[src/rtl/turn_ram_scheduler_pkg.sv]
// Shared game definitions: phase codes and size defaults.
// The same phase encoding is used by the player and HEX logic.
package turn_ram_scheduler_pkg;

  localparam int DEPTH_DEF  = 32;
  localparam int ADDR_W_DEF = 5;
  localparam int DATA_W_DEF = 10;
  localparam int PHASE_W    = 3;

  typedef enum logic [PHASE_W-1:0] {
    S_IDLE   = 3'd0,
    S_CLEAR  = 3'd1,
    S_P1     = 3'd2,
    S_P2     = 3'd3,
    S_RESULT = 3'd4
  } state_e;

endpackage

[src/rtl/ram_access_pipe.sv]
// Two-stage issue/return register pipe in front of the story RAM.
// Ports: clk_i/rst_ni (sync, active-low); wr_issue_i/wr_ack_en_i/
// rd_issue_i/addr_i/data_i issue one access; ram_* drive the RAM;
// wr_ack_o, rd_valid_o, rd_data_o, rd_launch_o, busy_o report status.
module ram_access_pipe #(
  parameter int ADDR_W = 5,
  parameter int DATA_W = 10
) (
  input  logic              clk_i,
  input  logic              rst_ni,
  input  logic              wr_issue_i,
  input  logic              wr_ack_en_i,
  input  logic              rd_issue_i,
  input  logic [ADDR_W-1:0] addr_i,
  input  logic [DATA_W-1:0] data_i,
  input  logic [DATA_W-1:0] ram_q_i,
  output logic [ADDR_W-1:0] ram_addr_o,
  output logic [DATA_W-1:0] ram_data_o,
  output logic              ram_wren_o,
  output logic              wr_ack_o,
  output logic              rd_valid_o,
  output logic [DATA_W-1:0] rd_data_o,
  output logic              rd_launch_o,
  output logic              busy_o
);

  logic [ADDR_W-1:0] addr_q;
  logic [DATA_W-1:0] data_q;
  logic              wren_q;
  logic              ack_q;
  logic              rd1_q;
  logic              rd2_q;

  always_ff @(posedge clk_i) begin
    if (!rst_ni) begin
      addr_q <= '0;
      data_q <= '0;
      wren_q <= 1'b0;
      ack_q  <= 1'b0;
      rd1_q  <= 1'b0;
      rd2_q  <= 1'b0;
    end else begin
      wren_q <= wr_issue_i;
      ack_q  <= wr_issue_i & wr_ack_en_i;
      rd1_q  <= rd_issue_i;
      rd2_q  <= rd1_q;
      if (wr_issue_i | rd_issue_i)
        addr_q <= addr_i;
      if (wr_issue_i)
        data_q <= data_i;
    end
  end

  assign ram_addr_o  = addr_q;
  assign ram_data_o  = data_q;
  assign ram_wren_o  = wren_q;
  assign wr_ack_o    = ack_q;
  assign rd_valid_o  = rd2_q;
  // RAM q is valid the cycle after the address cycle; gate it so
  // rd_data is 0 outside the valid pulse.
  assign rd_data_o   = rd2_q ? ram_q_i : '0;
  assign rd_launch_o = rd1_q;
  assign busy_o      = wren_q | rd1_q | rd2_q;

endmodule

[src/rtl/turn_ram_scheduler.sv]
// Game turn sequencer and sole owner of the ram32x10 story RAM port.
// Ports: clock/resetn (sync, active-low); start/p1_done/p2_done
// pulses; wr_req/wr_data/wr_ack write slot for player1; rd_req/
// rd_valid/rd_data read slot for player2; ram_* to the RAM; phase,
// p1_count, p2_addr, full, exhausted, busy status.
// Optional CLEAR_ON_START_EN: zero the RAM before each game.
module turn_ram_scheduler
  import turn_ram_scheduler_pkg::*;
#(
  parameter int DEPTH  = DEPTH_DEF,
  parameter int ADDR_W = ADDR_W_DEF,
  parameter int DATA_W = DATA_W_DEF
) (
  input  logic               clock,
  input  logic               resetn,
  input  logic               start,
  input  logic               p1_done,
  input  logic               p2_done,
  input  logic               wr_req,
  input  logic [DATA_W-1:0]  wr_data,
  output logic               wr_ack,
  input  logic               rd_req,
  output logic               rd_valid,
  output logic [DATA_W-1:0]  rd_data,
  output logic [ADDR_W-1:0]  ram_address,
  output logic [DATA_W-1:0]  ram_data,
  output logic               ram_wren,
  input  logic [DATA_W-1:0]  ram_q,
  output logic [PHASE_W-1:0] phase,
  output logic [ADDR_W:0]    p1_count,
  output logic [ADDR_W-1:0]  p2_addr,
  output logic               full,
  output logic               exhausted,
  output logic               busy
);

  localparam logic [ADDR_W:0]   FULL_CNT = (ADDR_W+1)'(DEPTH);
  localparam logic [ADDR_W:0]   CNT_ONE  = (ADDR_W+1)'(1);
  localparam logic [ADDR_W-1:0] ADR_ONE  = ADDR_W'(1);

  state_e            state_q;
  logic [ADDR_W:0]   p1_count_q;
  logic [ADDR_W-1:0] p2_addr_q;
  logic              done_q;

  logic              wr_go;
  logic              rd_go;
  logic              clr_issue;
  logic [ADDR_W-1:0] clr_addr;
  logic [ADDR_W-1:0] iss_addr;
  logic [DATA_W-1:0] iss_data;
  logic              rd_launch;

  assign full      = (p1_count_q == FULL_CNT);
  assign exhausted = (state_q == S_P2) &&
                     ({1'b0, p2_addr_q} == p1_count_q);

  assign wr_go = (state_q == S_P1) & wr_req & ~busy & ~full;
  // Once p2_done is pending no new read may start.
  assign rd_go = (state_q == S_P2) & rd_req & ~busy &
                 ~exhausted & ~done_q;

`ifdef CLEAR_ON_START_EN
  logic [ADDR_W:0] clr_q;

  // Address 0 is issued on the start edge itself so the sweep's
  // DEPTH write cycles line up exactly with the S_CLEAR cycles.
  assign clr_issue = ((state_q == S_IDLE) & start) |
                     ((state_q == S_CLEAR) & (clr_q != FULL_CNT));
  assign clr_addr  = (state_q == S_IDLE) ? '0
                                         : clr_q[ADDR_W-1:0];
`else
  assign clr_issue = 1'b0;
  assign clr_addr  = '0;
`endif

  always_comb begin
    iss_addr = p1_count_q[ADDR_W-1:0];
    iss_data = wr_data;
    unique case (1'b1)
      clr_issue: begin
        iss_addr = clr_addr;
        iss_data = '0;
      end
      rd_go:   iss_addr = p2_addr_q;
      default: ;
    endcase
  end

  ram_access_pipe #(
    .ADDR_W (ADDR_W),
    .DATA_W (DATA_W)
  ) u_pipe (
    .clk_i       (clock),
    .rst_ni      (resetn),
    .wr_issue_i  (wr_go | clr_issue),
    .wr_ack_en_i (wr_go),
    .rd_issue_i  (rd_go),
    .addr_i      (iss_addr),
    .data_i      (iss_data),
    .ram_q_i     (ram_q),
    .ram_addr_o  (ram_address),
    .ram_data_o  (ram_data),
    .ram_wren_o  (ram_wren),
    .wr_ack_o    (wr_ack),
    .rd_valid_o  (rd_valid),
    .rd_data_o   (rd_data),
    .rd_launch_o (rd_launch),
    .busy_o      (busy)
  );

  always_ff @(posedge clock) begin
    if (!resetn) begin
      state_q    <= S_IDLE;
      p1_count_q <= '0;
      p2_addr_q  <= '0;
      done_q     <= 1'b0;
`ifdef CLEAR_ON_START_EN
      clr_q      <= '0;
`endif
    end else begin
      // p2_addr moves as the RAM address cycle ends, so the new
      // value shows alongside rd_valid.
      if (rd_launch)
        p2_addr_q <= p2_addr_q + ADR_ONE;
      unique case (state_q)
        S_IDLE: begin
          if (start) begin
            p1_count_q <= '0;
            p2_addr_q  <= '0;
            done_q     <= 1'b0;
`ifdef CLEAR_ON_START_EN
            clr_q      <= CNT_ONE;
            state_q    <= S_CLEAR;
`else
            state_q    <= S_P1;
`endif
          end
        end
        S_CLEAR: begin
`ifdef CLEAR_ON_START_EN
          if (clr_q == FULL_CNT)
            state_q <= S_P1;
          else
            clr_q <= clr_q + CNT_ONE;
`else
          state_q <= S_P1;
`endif
        end
        S_P1: begin
          if (wr_go)
            p1_count_q <= p1_count_q + CNT_ONE;
          if (p1_done) begin
            if (!wr_go && (p1_count_q == '0))
              state_q <= S_RESULT;
            else
              state_q <= S_P2;
          end
        end
        S_P2: begin
          if (p2_done | done_q) begin
            if (rd_go | busy) begin
              done_q <= 1'b1;
            end else begin
              done_q  <= 1'b0;
              state_q <= S_RESULT;
            end
          end
        end
        S_RESULT: begin
          if (start)
            state_q <= S_IDLE;
        end
        default: state_q <= S_IDLE;
      endcase
    end
  end

  assign phase    = state_q;
  assign p1_count = p1_count_q;
  assign p2_addr  = p2_addr_q;

endmodule

[config.mk]
export PLATFORM = sky130hd
export DESIGN_NAME = turn_ram_scheduler
export DESIGN_NICKNAME = d
export VERILOG_FILES = /design/src/rtl/turn_ram_scheduler_pkg.sv /design/src/rtl/ram_access_pipe.sv /design/src/rtl/turn_ram_scheduler.sv
export SDC_FILE = /design/constraint.sdc
export NUM_CORES = 1
export LEC_CHECK = 0
export BUFFER_PORTS_ARGS = -buffer_cell sky130_fd_sc_hd__buf_2
export CAP_MARGIN = 25
export CORE_UTILIZATION = 44
export CTS_BUF_LIST = sky130_fd_sc_hd__clkbuf_4
export DETAILED_ROUTE_END_ITERATION = 7
export GPL_ROUTABILITY_DRIVEN = 0
export PLACE_DENSITY = 0.75
export SLEW_MARGIN = 30
export SYNTH_ARGS = -nofsm -noshare
export SYNTH_HDL_FRONTEND = slang
export SYNTH_SLANG_ARGS = --single-unit
export TNS_END_PERCENT = 1
[constraint.sdc]
create_clock -name clock -period 1.85 [get_ports clock]
set_input_delay 0.185 -clock clock [delete_from_list [all_inputs] [get_ports clock]]
set_output_delay 0.185 -clock clock [all_outputs]
set_load 0.1 [all_outputs]
==> results.py <==
metrics = {
    "outcome": {
        "status": "finished, violations left",
        "violations": "setup timing",
    },
    "synthesis": {
        "synthCells": 207,
        "synth_xor_area_frac": 0.06218,
        "synth_seq_area_share": 0.3908,
        "synth-compound-area-share": 0.1887,
        "avgSynthCellArea_um2": 8.166,
        "synth-simple-area-share": 0.2650,
        "synth_edf_count": 0,
        "ys.flop_type": "dfxtp_1",
        "syn-num-nets": 237,
        "synth_top_family_by_area": "simple AND/OR/NAND/NOR gates",
        "async_flop_share": 0,
        "muxShareOfSynthArea": 0.01184,
        "ys_warn_count": 0,
        "synth_seq_cells": 33,
        "synth_area_um2": 1690,
        "synthAdderAreaFrac": 0.02221,
        "synth_cell_types": 44,
    },
    "global_routing": {
        "grt_pass1_wl_mm": 7.203,
        "grt_antenna_before_repair": 0,
        "grt_max_degree": 17,
        "grt.overflow.total": 0,
        "grt_util_all_layers": 0.2287,
        "grt_pass1_vias": 1628,
    },
    "clock_network": {
        "cts_tree": "done",
        "hold_buffers": 0,
        "clk_latency_ns": 0.35,
        "cts_buffers": 5,
        "path_clk_slew_ns": 0.10,
        "htree_levels": 2,
        "cts_sinks": 33,
        "clock_path_buffers": 2,
        "cts_root_buffer": "clkbuf_4",
    },
    "setup_path": {
        "r2r_end": "p1_count[1]$_SDFFE_PN0P_",
        "crit_path_start_kind": "flop",
        "regToRegSetupSlack_ns": -0.12,
        "crit_slowest_cell": "or4b_4",
        "path_max_fanout": 2,
        "end_kind": "output port",
        "crit_path_frequent_cell": "buf_6",
        "worstPathCellList": "inv_4, ha_4, or4b_4, buf_6, buf_6, nor2_4, buf_12",
        "crit_path_max_incr_delay_ns": 0.46,
        "arrival_ns": 1.86,
        "rr_worst_depth": 8,
        "rr_startpoint": "p1_count[0]$_SDFFE_PN0P_",
        "crit_type": "flop to output port",
        "crit_required_ns": 1.66,
    },
    "power_and_ir_drop": {
        "clockPowerShare": 0.264,
        "swShare": 0.3623,
        "pwr-share-comb": 0.262,
        "p_switching_uw": 571.0,
        "pwr-share-seq": 0.475,
        "total_power_mw": 1.576,
        "internal_power_mw": 1.005,
        "ir_worst_vdd_uv": 334.3,
        "power_per_cell_area_nw_per_um2": 671.8,
        "leakage_nw": 1.064,
    },
    "sta": {
        "setup_tns_ns": -1.653,
        "fmax_ghz": 0.4898,
        "period_minus_slack_ns": 2.042,
        "max_slew_margin": 0.6329,
        "skew_ns": 0.003267,
        "fin_crit_sh": 1.104,
        "worst_hold_slack_ns": 0.06868,
        "tightest_slew_ns": 0.5501,
        "rsz0062_at_grt": "yes",
        "setup_violations": 24,
        "fin_ws_ns": -0.1916,
        "report.final.slew_viol_count": 0,
        "hold_viol": 0,
    },
    "placed_design": {
        "hpwl_mm": 3.322,
        "portBuffers": 71,
        "dp_slack_ns": -0.06936,
    },
    "floorplanning": {
        "num_io_pins": 72,
        "die_w_um": 63.98,
        "rows": 22,
        "start_util": 0.4617,
        "core-area_um2": 3661,
        "dieArea_um2": 4093,
        "die_h_um": 63.98,
    },
    "routing": {
        "dr.pass1.iters": 4,
        "dr.first_iter.drc_count": 42,
        "ant_nets": 0,
        "remaining_drc_errors": 0,
        "drt-total-wl_mm": 4.423,
        "via_count": 1742,
        "wl_per_cell_um": 13.09,
        "via_per_inst": 5.154,
    },
    "min_path": {
        "min_to": "u_pipe.ram_data_o[0]$_SDFFE_PN0P_",
        "min_path_type": "input pin to flop",
        "hold_depth": 3,
        "hp-start": "wr_data[0]",
    },
    "layout": {
        "postLayoutCoreUtil": 0.6408,
        "layout.nets": 319,
        "area_growth_pct": 38.79,
        "layout-drive-gt1-share": 0.4586,
        "antenna_cells": 0,
    },
    "run": {
        "max_cap_violations": 0,
    },
}
cell usage after synthesis (2+ instances only):
cell	n	area, µm²
buf_4	2	15.01
nor3b_1	3	22.52
nand2_1	30	112.6
a31oi_1	6	37.54
nand4_1	4	25.02
nor3_1	5	25.02
o21ai_0	12	60.06
a22oi_1	2	15.01
buf_6	2	22.52
ha_1	3	37.54
nor2b_1	2	12.51
buf_2	2	10.01
xor2_1	5	43.79
inv_1	6	22.52
xnor2_1	7	61.31
nor2_1	20	75.07
mux2i_1	2	20.02
dfxtp_1	33	660.6
clkbuf_1	8	30.03
and2_1	11	68.82
nand2b_1	2	12.51
o211ai_1	3	22.52
a21oi_1	16	80.08
routing by layer:
layer,GRT usage,part of all wire,vias to the layer above
li1,-,-,876
met1,0.2630,0.42,797
met3,0.04286,0.059,9
met5,0,0,-
met4,0.1222,0.024,0
met2,0.3976,0.49,60
cells by family (layout without fill, tap and decap cells):
kind of cell	after synthesis	after routing
AND/OR/NAND/NOR	87	87
flip-flops	33	33
adder cells (fa/ha/maj)	3	3
XOR/XNOR	12	12
buffers and inverters	20	103
multiplexers	2	2
AO/OA/AOI/OAI	50	50
state kept, by name, summed over array words and instances, names as in the netlist:
register,cells
u_pipe.ram_addr_o,5
u_pipe.ram_wren_o,1
p1_count,6
done_q,1
u_pipe.ram_data_o,10
p2_addr,5
phase,3
u_pipe.rd_launch_o,1
u_pipe.rd_valid_o,1
cell type report:
| cell class | instances | area, µm² |
|---|---|---|
| multi-input cells | 154 | 982.2 |
| repair buffers | 89 | 531.8 |
| clock inverters | 2 | 10.01 |
| clock buffers | 6 | 45.04 |
| inverters | 6 | 31.28 |
| well taps | 48 | 60.06 |
| flip-flops and latches | 33 | 685.7 |
| fillers | 330 | 1315 |
how the worst max path moves through the flow:
stage / slack (ns) / startpoint / depth (start not counted) / endpoint
global placement: -0.005 / p1_count[1]$_SDFFE_PN0P_ / 7 / p1_count[1]$_SDFFE_PN0P_
CTS: -0.25 / p1_count[0]$_SDFFE_PN0P_ / 7 / full
floorplan: -0.29 / p1_count[0]$_SDFFE_PN0P_ / 10 / u_pipe.ram_data_o[4]$_SDFFE_PN0P_
finish: -0.19 / p1_count[0]$_SDFFE_PN0P_ / 7 / full
detailed placement: -0.07 / p1_count[1]$_SDFFE_PN0P_ / 7 / p1_count[1]$_SDFFE_PN0P_
global route: -0.24 / p1_count[0]$_SDFFE_PN0P_ / 7 / full
cell usage in the layout (no fill, tap or decap), drive strengths merged, types with 3 or more instances in the layout:
| cell type | instances |
|---|---|
| ha | 3 |
| and2 | 12 |
| a31oi | 6 |
| nor2 | 20 |
| dfxtp | 33 |
| inv | 5 |
| xor2 | 5 |
| a21oi | 16 |
| nand4 | 4 |
| xnor2 | 7 |
| o21ai | 13 |
| nor3 | 5 |
| o211ai | 3 |
| nand2 | 31 |
| buf | 89 |
| clkbuf | 6 |
| nor3b | 3 |
what timing repair did:
item,CTS,global route
resized for setup,8,5
setup endpoints to repair,21,26
pin swaps,5,2
setup buffers,2,0
endpoints found under the hold margin,0,0
stage by stage:
step / cell area [µm²] / cells
floorplan: 1743 / 207
global placement: 2231 / 328
detailed placement: 2231 / 328
CTS: 2323 / 338
global route: 2346 / 338
finish: 2346 / 338
power groups by stage:
stage / Combinational (mW) / Sequential (mW) / Clock, mW
finish: 0.413 / 0.748 / 0.416
global route: 0.441 / 0.752 / 0.445
CTS: 0.408 / 0.748 / 0.427
detailed placement: 0.399 / 0.764 / 0
global placement: 0.398 / 0.764 / 0
floorplan: 0.167 / 0.908 / 0
worst max-delay path, delay by kind of cell, from the launching register on:
kind | cells | cell delay [ns]
and+or+nand+nor | 2 | 0.55
DFF | 1 | 0.36
buffers and inverters | 4 | 0.49
adders and majority gates | 1 | 0.11
Note: power is estimated with default switching activity, not from simulation.
